===== config.mk =====
export PLATFORM = sky130hd
export DESIGN_NAME = cellram_access_scheduler
export DESIGN_NICKNAME = d
export VERILOG_FILES = /design/src/rtl/cellram_access_scheduler.sv
export SDC_FILE = /design/constraint.sdc
export NUM_CORES = 1
export LEC_CHECK = 0
export ABC_AREA = 1
export CORE_MARGIN = 4
export CORE_UTILIZATION = 43
export DETAILED_ROUTE_END_ITERATION = 8
export PLACE_DENSITY = 0.65
export SLEW_MARGIN = 20
export SYNTH_ARGS = -nofsm -noshare
export SYNTH_HDL_FRONTEND = slang
export SYNTH_SLANG_ARGS = --single-unit

===== constraint.sdc =====
create_clock -name Clock -period 10.64 [get_ports Clock]
set_clock_uncertainty 0.1 [all_clocks]
set_input_delay 1.596 -clock Clock [delete_from_list [all_inputs] [get_ports Clock]]
set_output_delay 1.596 -clock Clock [all_outputs]
set_load 0.02 [all_outputs]

===== src/rtl/cellram_access_scheduler.sv =====
// CellRAM access sequencer: arbitrates mic writes against PWM reads and times the RAM strobes.
// Optional: define LOOP_PLAYBACK_EN to wrap playback at the end marker instead of stopping.
module cellram_access_scheduler #(
  parameter int DATA_BITS     = 12,
  parameter int ADDR_BITS     = 23,
  parameter int ACCESS_CYCLES = 8,
  parameter logic [ADDR_BITS-1:0] LAST_ADDR = 23'h7FFFFF
) (
  input  logic                 Clock,
  input  logic                 Reset,
  input  logic                 RecordEn,
  input  logic                 PlayEn,
  input  logic                 WriteReq,
  input  logic [DATA_BITS-1:0] WriteData,
  input  logic                 ReadReq,
  output logic [DATA_BITS-1:0] ReadData,
  output logic                 ReadValid,
  output logic [ADDR_BITS-1:0] MemAdr,
  output logic [15:0]          MemDOut,
  input  logic [15:0]          MemDIn,
  output logic                 MemDOE,
  output logic                 RamCEn,
  output logic                 RamOEn,
  output logic                 RamWEn,
  output logic                 RamUBn,
  output logic                 RamLBn,
  output logic                 RamADVn,
  output logic                 RamCRE,
  output logic                 MemoryFull,
  output logic                 StopRead
);

  typedef enum logic [1:0] {IDLE, SETUP, ACCESS, RECOVER} state_t;

  state_t                 state;
  logic                   is_wr;
  logic [7:0]             cnt;
  // One extra bit so the record counter can sit at LAST_ADDR+1 without wrapping.
  logic [ADDR_BITS:0]     wr_adr, rd_adr, end_adr;
  logic [DATA_BITS-1:0]   wdata;
  logic                   wpend, rpend, rec_q, play_q;
  logic                   play_mode, wr_ok, rd_ok;

  assign play_mode = PlayEn & ~RecordEn;
  assign wr_ok     = RecordEn & ~MemoryFull;
  assign rd_ok     = play_mode & ~StopRead & (end_adr != '0);

  assign RamUBn  = 1'b0;
  assign RamLBn  = 1'b0;
  assign RamADVn = 1'b0;
  assign RamCRE  = 1'b0;

  generate
    if (DATA_BITS < 16) begin : g_unused
      logic unused_din;
      assign unused_din = ^MemDIn[15:DATA_BITS];
    end
  endgenerate

  always_ff @(posedge Clock or posedge Reset) begin
    if (Reset) begin
      state      <= IDLE;
      is_wr      <= 1'b0;
      cnt        <= '0;
      wr_adr     <= '0;
      rd_adr     <= '0;
      end_adr    <= '0;
      wdata      <= '0;
      wpend      <= 1'b0;
      rpend      <= 1'b0;
      rec_q      <= 1'b0;
      play_q     <= 1'b0;
      MemAdr     <= '0;
      MemDOut    <= '0;
      MemDOE     <= 1'b0;
      RamCEn     <= 1'b1;
      RamOEn     <= 1'b1;
      RamWEn     <= 1'b1;
      ReadData   <= '0;
      ReadValid  <= 1'b0;
      MemoryFull <= 1'b0;
      StopRead   <= 1'b0;
    end else begin
      ReadValid <= 1'b0;
      rec_q     <= RecordEn;
      play_q    <= PlayEn;

      case (state)
        IDLE: begin
          if (!RecordEn)  wpend <= 1'b0;
          if (!play_mode) rpend <= 1'b0;
          if (wpend && RecordEn) begin
            state   <= SETUP;
            is_wr   <= 1'b1;
            wpend   <= 1'b0;
            MemAdr  <= wr_adr[ADDR_BITS-1:0];
            MemDOut <= 16'(wdata);
            MemDOE  <= 1'b1;
          end else if (rpend && play_mode && !StopRead) begin
            state  <= SETUP;
            is_wr  <= 1'b0;
            rpend  <= 1'b0;
            MemAdr <= rd_adr[ADDR_BITS-1:0];
          end
        end
        SETUP: begin
          state  <= ACCESS;
          cnt    <= 8'(ACCESS_CYCLES - 1);
          RamCEn <= 1'b0;
          if (is_wr) RamWEn <= 1'b0;
          else       RamOEn <= 1'b0;
        end
        ACCESS: begin
          if (cnt == '0) begin
            state  <= RECOVER;
            RamCEn <= 1'b1;
            RamOEn <= 1'b1;
            RamWEn <= 1'b1;
            MemDOE <= 1'b0;
            if (!is_wr) begin
              ReadData  <= MemDIn[DATA_BITS-1:0];
              ReadValid <= 1'b1;
            end
          end else begin
            cnt <= cnt - 1'b1;
          end
        end
        RECOVER: begin
          state <= IDLE;
          if (is_wr) begin
            wr_adr  <= wr_adr + 1'b1;
            end_adr <= wr_adr + 1'b1;
            if (wr_adr[ADDR_BITS-1:0] == LAST_ADDR) MemoryFull <= 1'b1;
          end else if (rd_adr + 1'b1 == end_adr) begin
`ifdef LOOP_PLAYBACK_EN
            rd_adr   <= '0;
`else
            rd_adr   <= rd_adr + 1'b1;
            StopRead <= 1'b1;
`endif
          end else begin
            rd_adr <= rd_adr + 1'b1;
          end
        end
        default: state <= IDLE;
      endcase

      if (RecordEn && !rec_q) begin
        wr_adr     <= '0;
        end_adr    <= '0;
        MemoryFull <= 1'b0;
      end
      if (PlayEn && !play_q) begin
        rd_adr   <= '0;
        StopRead <= 1'b0;
      end
`ifndef LOOP_PLAYBACK_EN
      else if (play_mode && end_adr == '0) begin
        StopRead <= 1'b1;
      end
`endif

      // Placed after the FSM so a request landing on the consume cycle is kept.
      if (WriteReq && wr_ok) begin
        wpend <= 1'b1;
        wdata <= WriteData;
      end
      if (ReadReq && rd_ok) rpend <= 1'b1;
    end
  end

endmodule


==> results.md <==
- Status: finished, final reports clean
- Area share of the largest cell type after synthesis: 45.55%
- Ranking of synthesized cells by area: dfrtp_1 (46%), nand2_1 (14%), inv_1 (5.3%)
- Worst R2R Path Depth: 7
- DRT antenna net count: 0
- Register area share after synthesis: 46.69%
- Height of the die: 134.9 µm
- Area delta synth->final: 22.56%
- Sink Count: 129
- Switching Share: 37.13%
- Tightest Pin Transition: 1111 ps
- Port Buffers: 83
- EDFF count, synth: 0
- Ys flop type: dfrtp_1
- Top-count cell post-synth: nand2_1
- Vias in the first global route: 5874
- WS Path Type: in -> reg
- Longest Clk Path Bufs: 2
- Pwr dens: 233.5 nW/µm²
- Mapped Cells: 879
- Number of buffers added for setup after CTS: 0
- Die Wd: 134.9 µm
- Commonest cells in the netlist: nand2_1 (261), dfrtp_1 (126), inv_1 (97)
- Startpoint Class: primary input
- Gr usage total: 20.59%
- Total gr overflow: 0
- Largest net degree at the start of global routing: 75
- RSZ-0062 raised after global routing: false
- CTS Buf Count: 17
- Sequential share of power: 36.1%
- Relative slew slack: 25.63%
- Final hold slack: 368.6 ps
- Vias per cell: 5.115
- Crit path DAT: 3990 ps
- CTS Root Cell: clkbuf_16
- Max VDD drop: 140.1 µV
- Share of cells above drive strength 1: 8.839%
- Vias: 6082
- Row count: 46
- Switching pwr: 735.5 µW
- Unique masters post-synth: 40
- DRT Pass-1 Iters: 5
- Clk_lat worst skew: 430 ps
- Core Util, Final: 53.60%
- Final hold viol count: 0
- PostCTS Resize Cnt: 0
- H-tree depth: 4
- Initial antenna violation count: 0
- Io pins: 96
- Total power: 1.981 mW
- Internal: 1.245 mW
- CTS tree: built
- First-pass GRT wire length: 29.79 mm
- Synth Cell Area: 6922 µm²
- Hold Crit Depth: 2
- Logic pwr share: 35.5%
- Data required, critical path: 10860 ps
- MaxCap Viol Count: 0
- P_leak: 3.788 nW
- Crit. End Element: flop
- CP Max Fanout: 14
- Post-route minimum period: 3765 ps
- Placed cells: 1157
- Hold_buf cts: 0
- Final TNS setup: 0 ps
- Fmax achieved: 0.2656 GHz
- Drt wl/cell: 15.15 µm
- Final antenna diode count: 0
- DIE AREA: 18190 µm²
- Asr flop ratio synth: 100.0%
- Clk pwr share: 28.3%
- DRC Markers: 0
- DPL Wire Length: 12.90 mm
- HP Class: reg -> reg
- Initial Util: 43.73%
- Final worst-path cycle share: 35.39%
- Drt total wl: 18.02 mm
- #FFs+latches synth: 129
- Clock-pin slew on the worst setup and hold paths: 60 ps
- Slew Limit Fails: 0
- Initial DRC count: 375
- Ys Warns: 0
- Non-Filler Instances: 1189
- # setup viols final: 0
- Synth area leader: dfrtp_1
- Placer Congestion: 0.9215
- Final nets: 1003
- Core area: 15830 µm²
- Syn avg cell area: 7.874 µm²
==> logic make-up after synthesis <==
group           share of synthesized area (%)
compound gates                          8.279
xor+xnor                                1.735
fa+ha+maj                               1.627
buf+inv                                 7.664
flops                                   46.69
mux                                     4.230
other cells                           0.05418
simple gates                            29.72
==> cell type report <==
cell class / instances / area, µm²
fill: 1528 / 7345
sequential: 129 / 3232
multi-input combinational: 626 / 3186
timing repair buffer: 86 / 853.3
clock buffer: 17 / 425.4
inverter: 100 / 377.9
tap: 216 / 270.3
clock inverter: 15 / 138.9
==> flip-flops by register name, indices dropped and copies added (netlist names) <==
name and flops:
MemAdr 23, MemDOE 1, MemDOut 12, MemoryFull 1
RamCEn 1, RamOEn 1, RamWEn 1, ReadData 12
ReadValid 1, StopRead 1, cnt 8, end_adr 24
is_wr 1, play_q 1, rd_adr 24, rec_q 1
rpend 1, state 2, wdata 12, wpend 1
==> critical path: stages <==
cell,delay (ps)
clkdlybuf4s50_1,420
inv_1,100
nor2_1,80
nor2_1,850
inv_1,650
o22ai_1,280
==> worst paths after layout <==
check,startpoint,endpoint,slack (ps)
max,PlayEn,rd_adr[16]$_DFFE_PP0P_,6870
min,ReadData[4]$_DFFE_PP0P_,ReadData[4]$_DFFE_PP0P_,370
max reg2reg,state[0]$_DFFE_PP0P_,rd_adr[16]$_DFFE_PP0P_,7760
min reg2reg,ReadData[4]$_DFFE_PP0P_,ReadData[4]$_DFFE_PP0P_,370
max in group asynchronous,Reset,MemAdr[8]$_DFFE_PP0P_,7530
min in group asynchronous,Reset,ReadData[6]$_DFFE_PP0P_,1620
==> cells in the final DEF, fill, tap and decap left out, types with 18 or more instances in the layout <==
cell type	Yosys	final
nand2_1	261	261
mux2_2	26	26
dfrtp_1	126	126
a31oi_1	24	24
nand3_1	68	68
inv_1	97	96
o21ai_0	38	38
nor2_1	88	88
nand4_1	18	18
clkdlybuf4s50_1	0	83
==> power by group through the flow <==
stage | logic [mW] | clock network, mW | registers (mW)
4_1_cts | 0.714 | 0.569 | 0.718
3_5_place_dp | 0.714 | 0 | 0.725
2_1_floorplan | 0.297 | 0 | 0.834
5_1_grt | 0.772 | 0.591 | 0.736
6_report | 0.704 | 0.561 | 0.716
3_3_place_gp | 0.707 | 0 | 0.721
==> per-layer routing <==
metal	up-vias	wire (µm)	track usage, %
li1	3028	-	-
met1	2841	8412	29.01
met2	188	8193	32.07
met3	25	1087	3.875
met4	0	325	6.957
met5	-	0	0
==> metrics by stage <==
stage          setup slack, ps  instance area, µm²
3_5_place_dp              6426                7919
6_report                  6875                8483
2_1_floorplan             5508                6948
4_1_cts                   6870                8483
3_3_place_gp              6460                7919
5_1_grt                   6735                8483
No activity file was read; power rests on OpenSTA's default activity.
